===== src/rtl/gf_mul2.sv =====
// Bit-serial GF(2^m) multiplier, MSB-first shift-and-add, with run-time field degree m and polynomial p.
// Optional operand/parameter checking (err output) is enabled by defining GF_MUL_CHK_EN.
module gf_mul2 #(
    parameter int W = 4
) (
    input  logic         clk,
    input  logic         rst,
    input  logic         start,
    input  logic [2:0]   m,
    input  logic [W:0]   p,
    input  logic [W-1:0] a,
    input  logic [W-1:0] b,
    output logic [W-1:0] mul,
    output logic         busy,
    output logic         done
`ifdef GF_MUL_CHK_EN
    ,
    output logic         err
`endif
);

    // Handshake: start is taken on any edge where busy=0 (including the done cycle);
    // busy stays high for the whole iteration; done pulses for one cycle as mul updates.

    localparam logic [W:0] ONE = (W+1)'(1);

    logic [W-1:0] acc_q, acc_d;
    logic [W-1:0] a_q, a_d;
    logic [W-1:0] b_q, b_d;
    logic [W:0]   p_q, p_d;
    logic [2:0]   m_q, m_d;
    logic [2:0]   idx_q, idx_d;
    logic [W-1:0] mul_q, mul_d;
    logic         busy_q, busy_d;
    logic         done_q, done_d;

    logic [2:0]   m_c;
    logic [W:0]   mask_in;
    logic [W:0]   mask_run;
    logic [W:0]   t;

    always_comb begin
        m_c      = (int'(m) > W) ? 3'(W) : m;
        mask_in  = (ONE << m_c) - ONE;
        mask_run = (ONE << m_q) - ONE;
    end

`ifdef GF_MUL_CHK_EN
    logic err_q, err_d;
    logic p_top_set;
    logic over_bits;

    always_comb begin
        p_top_set = |(p & (ONE << m_c));
        over_bits = |({1'b0, a} & ~mask_in) | |({1'b0, b} & ~mask_in);
    end
`endif

    always_comb begin
        acc_d  = acc_q;
        a_d    = a_q;
        b_d    = b_q;
        p_d    = p_q;
        m_d    = m_q;
        idx_d  = idx_q;
        mul_d  = mul_q;
        busy_d = busy_q;
        done_d = 1'b0;
        t      = '0;
`ifdef GF_MUL_CHK_EN
        err_d  = err_q;
`endif
        if (!busy_q) begin
            if (start) begin
                // Operands are masked to m bits; the x^m term of p is forced so reduction always applies.
                a_d    = a & mask_in[W-1:0];
                b_d    = b & mask_in[W-1:0];
                p_d    = (p & mask_in) | (ONE << m_c);
                m_d    = m_c;
                idx_d  = (m_c == 3'd0) ? 3'd0 : (m_c - 3'd1);
                acc_d  = '0;
                busy_d = 1'b1;
`ifdef GF_MUL_CHK_EN
                err_d  = (m == 3'd0) || (int'(m) > W) || !p_top_set || over_bits;
`endif
            end
        end else begin
            t = {1'b0, acc_q} << 1;
            if (|(t & (ONE << m_q))) begin
                t = t ^ p_q;
            end
            if (|(b_q & (W'(1) << idx_q))) begin
                t = t ^ {1'b0, a_q};
            end
            t     = t & mask_run;
            acc_d = t[W-1:0];
            if (idx_q == 3'd0) begin
                mul_d  = t[W-1:0];
                busy_d = 1'b0;
                done_d = 1'b1;
            end else begin
                idx_d = idx_q - 3'd1;
            end
        end
    end

    always_ff @(posedge clk or posedge rst) begin
        if (rst) begin
            acc_q  <= '0;
            a_q    <= '0;
            b_q    <= '0;
            p_q    <= '0;
            m_q    <= '0;
            idx_q  <= '0;
            mul_q  <= '0;
            busy_q <= 1'b0;
            done_q <= 1'b0;
        end else begin
            acc_q  <= acc_d;
            a_q    <= a_d;
            b_q    <= b_d;
            p_q    <= p_d;
            m_q    <= m_d;
            idx_q  <= idx_d;
            mul_q  <= mul_d;
            busy_q <= busy_d;
            done_q <= done_d;
        end
    end

`ifdef GF_MUL_CHK_EN
    always_ff @(posedge clk or posedge rst) begin
        if (rst) begin
            err_q <= 1'b0;
        end else begin
            err_q <= err_d;
        end
    end

    assign err = err_q;
`endif

    assign mul  = mul_q;
    assign busy = busy_q;
    assign done = done_q;

endmodule


===== config.mk =====
export PLATFORM = sky130hd
export DESIGN_NAME = gf_mul2
export DESIGN_NICKNAME = d
export VERILOG_FILES = /design/src/rtl/gf_mul2.sv
export SDC_FILE = /design/constraint.sdc
export NUM_CORES = 1
export LEC_CHECK = 0
export CORE_ASPECT_RATIO = 1.2
export CORE_MARGIN = 2
export CORE_UTILIZATION = 55
export DETAILED_ROUTE_END_ITERATION = 6
export GPL_ROUTABILITY_DRIVEN = 0
export PLACE_DENSITY = 0.9
export SETUP_SLACK_MARGIN = 0.5
export SYNTH_ARGS = -nofsm -noshare
export SYNTH_HDL_FRONTEND = slang
export SYNTH_SLANG_ARGS = --single-unit

===== constraint.sdc =====
create_clock -name clk -period 4 [get_ports clk]
set_input_delay 0.8 -clock clk [delete_from_list [all_inputs] [get_ports clk]]
set_output_delay 0.8 -clock clk [all_outputs]
set_load 0.05 [all_outputs]

# Yosys cells after proc, flatten, opt, wreduce, memory -nomap -nowiden
# Index checks and enable logic that the tools add are counted.
# word_totals
regBits,28
input_bits,19
elab_cells,52
# classes
addsub,4
magnitude_cmp,1
eq_ne,1
n_shift,3
muxes,16
bitwise,10
reduce_logical,8
# op_table
operator,count
2-to-1 mux 4 bit,6
bitwise AND 4 bit,5
2-to-1 mux 3 bit,5
left shift 1 x 3 -> 4 bit (first input constant),2
subtractor 4 x 1 -> 4 bit (second input constant),2
bitwise XOR 4 bit,2
logical NOT 3 bit,2
AND reduction 2 bit,3
subtractor 3 x 1 -> 3 bit (second input constant),2
bitwise AND 5 bit,1
2-to-1 mux 1 bit,5
OR reduction 5 bit,1
left shift 1 x 3 -> 5 bit (first input constant),1
bitwise OR 4 bit,1
OR reduction 4 bit,1
> comparator 3 bit (second input constant),1
inequality test 2 bit (second input constant),1
nonzero test 2 bit,1
NOT 1 bit,1

# Longest topological paths before layout
# logic_depth
depth_word,10
ltp_mapped,8
ltp_nobuf,8

# Least setup slack after synthesis
# OpenSTA, ideal clock, no wires.
# synth_path
path_kind,register to register
startpoint,register idx_q[0]
endpoint,"register mul_q[2], in the netlist mul[2]"
arrival_ns,1.551
setup_slack_ns,2.354
stages_incl_launch_ff,8
n_path_buf,0
path_cell_list,dfrtp_1 > inv_1 > ha_1 > a22oi_2 > a21oi_2 > nand2_1 > xnor3_1 > o31ai_1
# synth_between
elab_chain_cells,6
elab_cells_between_ends,8
classes_between,shift (1); mux (2); bitwise (2); reduce/logical (3)
# synth_lines
item,line_no,text
start: declaration,32,"logic [2:0] idx_q, idx_d;"
start signal: assignment,124,idx_q <= idx_d;
left shift 1 x 3 -> 4 bit,92,if (|(b_q & (W'(1) << idx_q))) begin
bitwise AND 4 bit,92,
OR reduction 4 bit,92,
2-to-1 mux 4 bit,92,
2-to-1 mux 4 bit,73,if (!busy_q) begin
bitwise AND 4 bit,95,t = t & mask_run;
end signal: assignment,125,mul_q <= mul_d;
end: declaration,33,"logic [W-1:0] mul_q, mul_d;"
# Several ways; a longest one is shown, not always the timed one. The select of a mux whose other input is x is not followed.
# A chain may end at the register's enable or synchronous reset.

# Final worst setup path
# layout_path
startpoint,"register busy_q, in the netlist busy"
endpoint,output port busy
# layout_rtl
item,line_no,text
start: declaration,34,"logic busy_q, busy_d;"
start signal: assignment,126,busy_q <= busy_d;
end: declaration,14,"output logic busy,"
# No word-level cell between the ends.

==> results.md <==
- Worst path buffer plus inverter count: 1
- Mapped Cells: about 150
- Vias: 1,111
- Fin crit period: 2530 ps
- Critical Path RT: roughly 3200 ps
- CTS tree: yes
- Worst R2R Start: idx_q[0]
- Top cells by count, synth: nand2_1, dfrtp_1, nor2_1
- Main synth FF type: dfrtp_1
- Crit path DAT: about 1700 ps
- Ports: 25
- Most common cell in the netlist: nand2_1
- Critical path startpoint category: flip-flop
- Number of global-route vias before repair: 1,055
- Initial antenna violation count: 0
- Combinational Power Share: 43.5%
- Total number of yosys warnings: 0
- P_leak: 0.781 nW
- Hold buffer count at CTS: 0
- HP Start: a_q[3]
- PD cells: between 600 and 700 nW/um2
- Largest net degree at the start of global routing: 29
- Clk Latency, worst-skew pair: 340 ps
- Avg WL per Cell: about 13 um
- Final setup TNS: 0 ps
- Die ar.: 3020 um2
- Drt total wl: 2730 um
- Slew of the pin with the lowest slew margin: 1020 ps
- Overall global routing resource usage: 21.9%
- Number of remaining DRC errors: 0
- Vias per inst: 5.45
- Slew headroom: 32.1%
- Post-Syn Nets: approximately 170
- Layout cells sized above 1: 8.19%
- Final setup viols: 0
- I/O Buffers: 23
- RSZ-0062 raised after global routing: no
- DP Wirelength: 2140 um
- Fraction of the yosys area taken by sequential cells: 49.0%
- Final hold slack: 498 ps
- Status: finished, final reports clean
- Top delay family on crit path: buffers and inverters
- CP Cell Sequence: clkdlybuf4s50_1
- Clock slew at the register clock pins of the worst setup and hold paths: 150 ps
- Max frequency: between 300 and 400 MHz
- Starting Density: 57.1%
- Post-CTS Setup Inserts: 0
- CP Capture Type: primary output
- Slew Limit Fails: 0
- Antenna viol nets, final: 0
- First-pass GRT wire length: 4800 um
- Reg area: 701 um2
- Area of the multi-input gates: 679 um2
- Reg power frac: 44.4%
- Pre-CTS worst setup slack: 1590 ps
- Chip height: 59.8 um
- Switching pwr: between 0.0004 and 0.0005 W
- Final Hold Fails: 0
- Post-synth EDFFs: 0
- Seq cells post-synth: 28
- Largest area contributor in the netlist: dfrtp_1
- CP max-delay cell: clkdlybuf4s50_1
- Critical Path Max Stage Delay: 860 ps
- CP Class: flip-flop to primary output
- Worst setup margin: between 1000 and 1500 ps
- Top cells by area, synth: dfrtp_1, nand2_1, xnor3_1, ha_1, o21ai_0
- # clock sinks: 28
- Cell Area, Synth: 1430 um2
- Filler cells: 201
- Post-synth cell types: 31
- Synth top area share: 49.0%
- Syn Area/Cell: roughly 9.6 um2
- Row count: 20
- VDD IR max: 0.468 mV
- Area Growth Syn to Fin: 19.7%
- Core footprint: 2500 um2
- Initial drt markers: 33
- Power share of the clock group: 12.1%
- Crit path max fanout: 9
- Post-synth ARST share: 100%
- Max Cap Violations: 0
- Post-cts resize count: 0
- Tcrit/Tclk final: 63.1%
- Length of the first detailed-routing pass in iterations: 4
- Net Sw Frac: 42.1%
- # diodes: 0
- # nets final: 196
- CTS Buf Count: 3
- Root Buffer: clkbuf_4
- Die Wd: 50.5 um
- Grt total ovfl: 0
- Clock Path Buffers: 2
- HP Class: flip-flop to flip-flop
- Cell Int Power: 0.000668 W
- Crit path launch: busy
- Fin Clk Skew: 5.38 ps
- Htree depth: 1
[layer usage]
layer,wire (um),share of wire [%],track usage [%],up-vias
met2,1380,51,37.8,28
li1,-,-,-,551
met1,1170,43,26.2,525
met3,101,3.7,3.75,7
met5,0,0,0,-
met4,72,2.6,11.6,0
[placed cells by master (no fill, tap or decap), drive strengths merged, types with 3 or more instances in the layout]
cell type	instances
a21oi	7
nor3	4
clkbuf	4
mux2i	3
clkdlybuf4s50	23
xnor3	3
ha	5
o31ai	5
nand2	41
inv	6
nor2	11
dfrtp	28
o21ai	16
[through the flow]
stage	instances	utilization, %	cell area [um2]	total power, W
finish	204	68.4	1710	0.00115
global route	204	68.4	1710	0.00124
CTS	204	68.4	1710	0.00116
detailed placement	200	66.9	1670	0.00102
global placement	200	66.9	1670	0.000992
floorplan	149	-	1430	0.000876
[sequential cells by signal, indices dropped and copies added, names as in the netlist]
register  count
m_q           3
idx_q         3
acc_q         4
a_q           4
done          1
p_q           4
b_q           4
busy          1
mul           4
[worst reg2reg max path, stage by stage (launching register included)]
cell	delay, ps
dfrtp_1	440
inv_1	150
ha_1	230
a22oi_2	100
a21oi_2	230
nand2_1	120
xnor3_1	380
o31ai_1	230
[final cells by class]
class	instances	area share (%)
timing repair buffer	23	13.5
multi-input combinational	110	39.7
tap	33	2.41
clock buffer	4	2.12
sequential	28	41.0
inverter	6	1.32
[final timing paths]
check | end | depth (start not counted) | slack, ps
max in group asynchronous | a_q[0] | 2 | 2400
hold reg to reg | a_q[3] | 2 | 500
hold / removal | a_q[3] | 2 | 500
min in group asynchronous | acc_q[0] | 2 | 990
setup reg to reg | acc_q[2] | 7 | 2060
setup / recovery | busy | 1 | 1470
[kinds of logic (layout without fill, tap and decap cells)]
| logic type | count (synthesis) | in the layout | synth area share, % |
|---|---|---|---|
| flops | 28 | 28 | 49.0 |
| mux | 3 | 3 | 2.10 |
| compound gates | 34 | 34 | 15.9 |
| xor+xnor | 5 | 5 | 5.95 |
| fa+ha+maj | 5 | 5 | 4.38 |
| buf+inv | 11 | 33 | 3.41 |
| simple gates | 63 | 63 | 19.3 |
[power groups by stage]
stage | Combinational (W) | Sequential [W] | Clock (W)
final | 0.000502 | 0.000512 | 0.000140
after detailed placement | 0.000505 | 0.000516 | 0
after CTS | 0.000508 | 0.000510 | 0.000139
after global routing | 0.000558 | 0.000531 | 0.000152
after floorplan | 0.000323 | 0.000553 | 0
after global placement | 0.000485 | 0.000507 | 0
No activity file was read; power rests on OpenSTA's default activity.
